### src/rtl/bcd_clock_pkg.sv
// Shared types, limits and validity helpers for the BCD time-of-day counter.
package bcd_clock_pkg;

    typedef logic [3:0] bcd_t;

    typedef struct packed {
        bcd_t h2;
        bcd_t h1;
        bcd_t m2;
        bcd_t m1;
        bcd_t s2;
        bcd_t s1;
    } time_t;

    localparam bcd_t        DIGIT_MAX    = 4'd9;
    localparam bcd_t        SEC_TENS_MAX = 4'd5;
    localparam bcd_t        MIN_TENS_MAX = 4'd5;
    localparam bcd_t        HOUR_TENS_MAX = 4'd2;
    localparam int unsigned HOUR_MAX     = 23;
    localparam int unsigned HOUR_W       = 5;

    // Binary hour value of a two-digit BCD hour (tens digit assumed <= 2)
    function automatic logic [HOUR_W-1:0] hour_bin(input bcd_t h2, input bcd_t h1);
        return HOUR_W'(h2) * HOUR_W'(10) + HOUR_W'(h1);
    endfunction

    // True when every digit is decimal and the time is a legal 24-hour time
    function automatic logic bcd_time_valid(input time_t t);
        return (t.s1 <= DIGIT_MAX) && (t.s2 <= SEC_TENS_MAX) &&
               (t.m1 <= DIGIT_MAX) && (t.m2 <= MIN_TENS_MAX) &&
               (t.h1 <= DIGIT_MAX) && (t.h2 <= HOUR_TENS_MAX) &&
               (hour_bin(t.h2, t.h1) <= HOUR_W'(HOUR_MAX));
    endfunction

endpackage

### src/rtl/bcd_digit_counter.sv
// One BCD digit: clear > load > increment, wraps at MAX and reports a carry.
module bcd_digit_counter
    import bcd_clock_pkg::*;
#(
    parameter bcd_t MAX = 4'd9
) (
    input  logic clk,
    input  logic clear,
    input  logic inc,
    input  logic load,
    input  bcd_t load_val,
    output bcd_t q,
    output bcd_t nxt_c,
    output logic carry_out
);

    // Next digit value, exported so the top can look one cycle ahead
    always_comb begin
        nxt_c = q;
        if (clear) begin
            nxt_c = '0;
        end else if (load) begin
            nxt_c = load_val;
        end else if (inc) begin
            nxt_c = (q == MAX) ? '0 : q + 4'd1;
        end
    end

    assign carry_out = inc & ~clear & ~load & (q == MAX);

    // Digit register
    always_ff @(posedge clk) begin
        if (clear) begin
            q <= '0;
        end else begin
            q <= nxt_c;
        end
    end

endmodule

### src/rtl/bcd_clock_counter.sv
// HH:MM:SS BCD time-of-day counter with prescaler, run/pause, validated load
// and 12/24-hour display. Optional alarm enabled by BCD_CLOCK_ALARM_EN.
module bcd_clock_counter
    import bcd_clock_pkg::*;
#(
    parameter int unsigned TICK_DIV = 100_000_000,
    parameter int unsigned CNT_W    = 27
) (
    input  logic        clk,
    input  logic        rst,
    input  logic        run,
    input  logic        mode_12h,
    input  logic        set_valid,
    output logic        set_ready,
    input  logic [23:0] set_time,
    output logic        set_err,
    output logic [3:0]  sec_1,
    output logic [3:0]  sec_2,
    output logic [3:0]  min_1,
    output logic [3:0]  min_2,
    output logic [3:0]  hour_1,
    output logic [3:0]  hour_2,
    output logic        pm,
    output logic        sec_pulse,
    output logic        day_wrap,
    input  logic        alarm_set,
    input  logic [15:0] alarm_time,
    input  logic        alarm_ack,
    output logic        alarm_on
);

    localparam logic [CNT_W-1:0] PRESC_LAST = CNT_W'(TICK_DIV - 1);

    logic [CNT_W-1:0] presc_q;
    time_t            set_t_c;
    logic             set_ok_c;
    logic             accept_c;
    logic             load_ok_c;
    logic             load_bad_c;
    logic             tick_c;
    logic             adv_c;
    logic             alarm_bad_c;

    bcd_t s1_q, s2_q, m1_q, m2_q;
    bcd_t s1_n, s2_n, m1_n, m2_n;
    logic s1_co, s2_co, m1_co, m2_co;

    bcd_t h2_q, h1_q, h2_n, h1_n;
    logic day_wrap_c;

    logic [HOUR_W-1:0] hour_n_bin;
    logic [HOUR_W-1:0] hour_12_bin;
    bcd_t              disp_h2_c;
    bcd_t              disp_h1_c;
    logic              pm_c;

    assign set_t_c    = time_t'(set_time);
    assign set_ok_c   = bcd_time_valid(set_t_c);
    assign set_ready  = ~rst;
    assign accept_c   = set_valid & set_ready;
    assign load_ok_c  = accept_c & set_ok_c;
    assign load_bad_c = accept_c & ~set_ok_c;
    assign tick_c     = run & (presc_q == PRESC_LAST);
    // Any accepted load request owns the cycle, so a coincident tick is dropped
    assign adv_c      = tick_c & ~accept_c;

    // Prescaler: free-runs while run=1, holds its value while paused, restarts on load
    always_ff @(posedge clk) begin
        if (rst) begin
            presc_q <= '0;
        end else if (load_ok_c) begin
            presc_q <= '0;
        end else if (run) begin
            presc_q <= (presc_q == PRESC_LAST) ? '0 : presc_q + CNT_W'(1);
        end
    end

    bcd_digit_counter #(.MAX(DIGIT_MAX)) u_s1 (
        .clk(clk), .clear(rst), .inc(adv_c), .load(load_ok_c), .load_val(set_t_c.s1),
        .q(s1_q), .nxt_c(s1_n), .carry_out(s1_co)
    );

    bcd_digit_counter #(.MAX(SEC_TENS_MAX)) u_s2 (
        .clk(clk), .clear(rst), .inc(s1_co), .load(load_ok_c), .load_val(set_t_c.s2),
        .q(s2_q), .nxt_c(s2_n), .carry_out(s2_co)
    );

    bcd_digit_counter #(.MAX(DIGIT_MAX)) u_m1 (
        .clk(clk), .clear(rst), .inc(s2_co), .load(load_ok_c), .load_val(set_t_c.m1),
        .q(m1_q), .nxt_c(m1_n), .carry_out(m1_co)
    );

    bcd_digit_counter #(.MAX(MIN_TENS_MAX)) u_m2 (
        .clk(clk), .clear(rst), .inc(m1_co), .load(load_ok_c), .load_val(set_t_c.m2),
        .q(m2_q), .nxt_c(m2_n), .carry_out(m2_co)
    );

    assign sec_1 = s1_q;
    assign sec_2 = s2_q;
    assign min_1 = m1_q;
    assign min_2 = m2_q;

    assign day_wrap_c = m2_co & (hour_bin(h2_q, h1_q) == HOUR_W'(HOUR_MAX));

    // Next internal hour: 24-hour BCD pair wrapping 23 -> 00
    always_comb begin
        h2_n = h2_q;
        h1_n = h1_q;
        if (rst) begin
            h2_n = '0;
            h1_n = '0;
        end else if (load_ok_c) begin
            h2_n = set_t_c.h2;
            h1_n = set_t_c.h1;
        end else if (m2_co) begin
            if (hour_bin(h2_q, h1_q) == HOUR_W'(HOUR_MAX)) begin
                h2_n = '0;
                h1_n = '0;
            end else if (h1_q == DIGIT_MAX) begin
                h2_n = h2_q + 4'd1;
                h1_n = '0;
            end else begin
                h1_n = h1_q + 4'd1;
            end
        end
    end

    // Display hour from the next internal hour so it lands together with the other digits
    always_comb begin
        hour_n_bin  = hour_bin(h2_n, h1_n);
        hour_12_bin = hour_n_bin;
        disp_h2_c   = h2_n;
        disp_h1_c   = h1_n;
        pm_c        = 1'b0;
        if (mode_12h) begin
            pm_c = (hour_n_bin >= HOUR_W'(12));
            if (hour_n_bin == '0) begin
                hour_12_bin = HOUR_W'(12);
            end else if (hour_n_bin > HOUR_W'(12)) begin
                hour_12_bin = hour_n_bin - HOUR_W'(12);
            end
            if (hour_12_bin >= HOUR_W'(10)) begin
                disp_h2_c = 4'd1;
                disp_h1_c = 4'(hour_12_bin - HOUR_W'(10));
            end else begin
                disp_h2_c = 4'd0;
                disp_h1_c = 4'(hour_12_bin);
            end
        end
    end

    // Hour state, display hour and status pulses
    always_ff @(posedge clk) begin
        if (rst) begin
            h2_q      <= '0;
            h1_q      <= '0;
            hour_2    <= '0;
            hour_1    <= '0;
            pm        <= 1'b0;
            sec_pulse <= 1'b0;
            day_wrap  <= 1'b0;
            set_err   <= 1'b0;
        end else begin
            h2_q      <= h2_n;
            h1_q      <= h1_n;
            hour_2    <= disp_h2_c;
            hour_1    <= disp_h1_c;
            pm        <= pm_c;
            sec_pulse <= adv_c;
            day_wrap  <= adv_c & day_wrap_c;
            set_err   <= load_bad_c | alarm_bad_c;
        end
    end

`ifdef BCD_CLOCK_ALARM_EN
    logic [15:0] alarm_q;
    logic        armed_q;
    logic        alarm_ok_c;
    logic        alarm_match_c;

    assign alarm_ok_c  = bcd_time_valid(time_t'({alarm_time, 8'h00}));
    assign alarm_bad_c = alarm_set & ~rst & ~alarm_ok_c;
    // Only a real tick can fire the alarm; loads never advance the time through adv_c
    assign alarm_match_c = armed_q & adv_c & (s2_n == '0) & (s1_n == '0) &
                           ({h2_n, h1_n, m2_n, m1_n} == alarm_q);

    // Alarm time, arm flag and sticky alarm output
    always_ff @(posedge clk) begin
        if (rst) begin
            alarm_q  <= '0;
            armed_q  <= 1'b0;
            alarm_on <= 1'b0;
        end else begin
            if (alarm_set && alarm_ok_c) begin
                alarm_q <= alarm_time;
                armed_q <= 1'b1;
            end
            if (alarm_match_c) begin
                alarm_on <= 1'b1;
            end else if (alarm_ack) begin
                alarm_on <= 1'b0;
            end
        end
    end
`else
    logic unused_alarm_c;

    assign alarm_bad_c    = 1'b0;
    assign alarm_on       = 1'b0;
    assign unused_alarm_c = ^{alarm_set, alarm_time, alarm_ack, s1_n, s2_n, m1_n, m2_n};
`endif

endmodule
### config.mk
export PLATFORM = sky130hd
export DESIGN_NAME = bcd_clock_counter
export DESIGN_NICKNAME = d
export VERILOG_FILES = /design/src/rtl/bcd_clock_pkg.sv /design/src/rtl/bcd_digit_counter.sv /design/src/rtl/bcd_clock_counter.sv
export SDC_FILE = /design/constraint.sdc
export NUM_CORES = 1
export LEC_CHECK = 0
export CAP_MARGIN = 0
export CORE_MARGIN = 1
export CORE_UTILIZATION = 45
export DETAILED_ROUTE_END_ITERATION = 16
export GPL_TIMING_DRIVEN = 0
export HOLD_SLACK_MARGIN = 0.06
export PLACE_DENSITY = 0.75
export SLEW_MARGIN = 20
export SYNTH_ARGS = -nofsm -noshare
export SYNTH_HDL_FRONTEND = slang
export SYNTH_SLANG_ARGS = --single-unit
export TNS_END_PERCENT = 20
### constraint.sdc
create_clock -name clk -period 7.3 [get_ports clk]
set_input_delay 1.095 -clock clk [delete_from_list [all_inputs] [get_ports clk]]
set_output_delay 1.095 -clock clk [all_outputs]
set_load 0.05 [all_outputs]
==> run_results.csv <==
group,metric,value,unit
status,status,"complete, no violations",
clocking,htree_levels,3,
clocking,cts_buffer_depth,2,
cells_and_area,final_cell_area,0.004805,mm2
critical_path,crit_path_top_delay_cell,"or3b_2",
clocking,cts_tree,"done",
global_routing,grt.total_usage,21.29,%
route,via_count,3623,
critical_path,rr_worst_depth,23,
synthesis,avgSynthCellArea,8.164,um2
sta,setup_viol_count_final,0,
route,route.detailed.drc,0,
sta,maxSlewHeadroom,28.62,%
global_routing,grt_pass1_wl,15.24,mm
synthesis,synth-xor-area-share,9.189,%
critical_path,critPathKind,"primary input to register",
placed_design,place_hpwl,7.223,mm
synthesis,syn_nets,551,
synthesis,synth-main-ff-cell,"dfxtp_1",
power,vdd.ir_drop.worst,0.0001488,V
placed_design,gp_congestion,0.8767,
global_routing,grt_overflow,0,
synthesis,synth_top_family_by_area,"simple AND/OR/NAND/NOR gates",
synthesis,synthMuxAreaShare,2.512,%
sta,finalCritPeriodShare,92.98,%
synthesis,synth_edf_count,0,
sta,period_minus_slack,6.787,ns
cells_and_area,area_growth,22.10,%
critical_path,critPathTopFamily,"simple AND/OR/NAND/NOR gates",
critical_path,r2r-end,"hour_1[2]",
critical_path,cp.depth,25,
clocking,clk_root_buffer_cell,"clkbuf_8",
critical_path,slowest_delay,0.50,ns
synthesis,synth_seq_cells,63,
floorplan,die_area,0.009122,mm2
route,via_per_inst,5.506,
clocking,holdBufCountCts,0,
critical_path,crit_buf_inv,4,
sta,clock.fmax,147.3,MHz
cells_and_area,drive_above_1_share,7.052,%
placed_design,io_buffers,56,
cells_and_area,antennaDiodeCount,0,
floorplan,die_x,95.51,um
floorplan,die_height,95.51,um
global_routing,grt_pass1_vias,3300,
floorplan,fp.coreArea,0.008341,mm2
min_path,hp-class,"register to register",
sta,hold_viol,0,
critical_path,arrival,7.05,ns
placed_design,dpl_cell_area,0.004627,mm2
floorplan,start_util,47.18,%
critical_path,path_common_cell,"ha_1",
synthesis,synth_compound_area_share,15.64,%
route,drtIter0Drc,231,
route,firstDrtPassIters,4,
synthesis,synth_top_area_cell,"dfxtp_1",
global_routing,antenna_found_initial,0,
sta,worst_slew_pin_slew,1.057,ns
floorplan,ios,77,
synthesis,ys_types,69,
route,wl,9.420,mm
synthesis,synth_warnings,0,
global_routing,grt_max_degree,11,
sta,rsz0062_at_grt,"false",
critical_path,cp-end-kind,"register",
synthesis,synth_most_common_cell,"nor2_1",
job,cap_violations,0,
clocking,clock-sinks,63,
sta,worst_slack,0.5125,ns
synthesis,synth_fa_ha_area_share,7.568,%
cells_and_area,stdcell_count,658,
critical_path,critPathLaunchType,"primary input",
route,post_drt_wl_per_cell,14.32,um
clocking,clk_pin_slew,0.06,ns
cells_and_area,nets,618,
power,powerDensity,146.5,mW/mm2
critical_path,rrSetupSlack,1.53,ns
power,p_leak,1.784,nW
synthesis,synthCells,482,
synthesis,synth_area_leaders,"dfxtp_1 32%, nor2_1 7.2%, ha_1 6.0%, xnor2_1 4.0%, xor2_1 4.0%",
floorplan,rows,33,
critical_path,crit_path_max_fanout,10,
clocking,clock_latency,0.34,ns
synthesis,synth_simple_gate_area_share,29.54,%
critical_path,crit_end,"hour_1[2]",
placed_design,preCtsSetupSlack,-0.1445,ns
synthesis,ys_seq_area_share,32.05,%
route,antenna_left,0,
critical_path,setup.worst_path.start,"set_time[20]",
sta,clock_skew,0.01029,ns
clocking,cts_made_buffers,9,
critical_path,reg2reg_from,"u_m2.q[2]",
placed_design,place_inst,643,
synthesis,yosysTopAreaCellShare,32.05,%
critical_path,cp_data_required_time,7.56,ns
sta,setup-tns-final,0,ns
synthesis,synth-async-reset-ratio,0,%
sta,slew_viol_final,0,
cells_and_area,post-route-util,57.61,%
synthesis,synth_common_cells,"76 x nor2_1, 63 x dfxtp_1, 39 x nand2_1",
synthesis,syn_area,0.003935,mm2
[per-layer routing]
layer	track usage [%]	up-vias	share of wire (%)
met2	35.00	86	45
met5	0	-	0
li1	-	1855	-
met3	4.705	14	5.2
met4	4.353	0	1.0
met1	28.58	1668	48
[stage by stage]
stage,power (W),hold WS [ns]
after global routing,0.0007308,0.5178
after global placement,0.0004502,0.4825
after detailed placement,0.0004521,0.4934
after floorplan,0.0004167,0.4666
after CTS,0.0007098,0.5029
final,0.0007040,0.5093
[cells in the final DEF, fill, tap and decap left out, drive strengths merged, types with 16 or more instances in the layout]
master / synthesis / final
nor2: 76 / 76
dfxtp: 63 / 63
clkdlybuf4s50: 0 / 56
nand2: 39 / 39
clkbuf: 15 / 26
nand3: 24 / 24
o21ai: 23 / 23
a21oi: 22 / 22
ha: 19 / 19
xnor2: 18 / 18
xor2: 18 / 18
inv: 16 / 16
[worst min path at each step]
stage | startpoint | end | depth (start not counted)
floorplan | presc_q[24] | presc_q[24] | 2
global placement | presc_q[24] | presc_q[24] | 2
detailed placement | presc_q[24] | presc_q[24] | 2
CTS | presc_q[24] | presc_q[24] | 2
global route | presc_q[24] | presc_q[24] | 2
finish | presc_q[24] | presc_q[24] | 2
[final cells by class]
cell class,instances,area (um2)
Buffer,18,75.07
Tap cell,105,131.4
Timing Repair Buffer,56,560.5
Clock inverter,4,22.52
Multi-Input combinational cell,385,2552
Sequential cell,63,1261
Clock buffer,11,141.4
Inverter,16,60.06
Fill cell,771,3536
[kinds of logic after synthesis]
group / count (synthesis)
AND/OR/NAND/NOR: 226
AO/OA/AOI/OAI: 89
flip-flops: 63
XOR/XNOR: 38
buffers and inverters: 34
adder cells (fa/ha/maj): 22
multiplexers: 9
other: 1
[power breakdown]
part	internal (W)	leakage [nW]	switching [W]
Sequential	0.000348	0.509	0.00000328
Clock	0.000129	0.0850	0.000130
Combinational	0.0000411	1.19	0.0000520
Total	0.000518	1.78	0.000186
[registers in the layout (all words and copies together), names as in the netlist]
signal	flops
u_m2.q	4
sec_pulse	1
pm	1
u_s2.q	4
set_err	1
hour_1	4
hour_2	4
presc_q	27
day_wrap	1
u_s1.q	4
h2_q	4
h1_q	4
u_m1.q	4
[worst reg2reg max path: cells and delay by family, from the launching register on]
family                   cells  cell delay (ns)
AND/OR/NAND/NOR              9             2.43
adder cells (fa/ha/maj)      4             1.05
AO/OA/AOI/OAI                6             0.87
flip-flops                   1             0.43
XOR/XNOR                     1             0.38
buffers and inverters        2             0.29
multiplexers                 1             0.23
[repair_timing]
action                                  CTS  global route
gates resized for setup                   0             4
endpoints found under the setup margin    0             4
buffers inserted                          0             0
hold endpoints to repair                  0             0
Note: power is estimated with default switching activity, not from simulation.
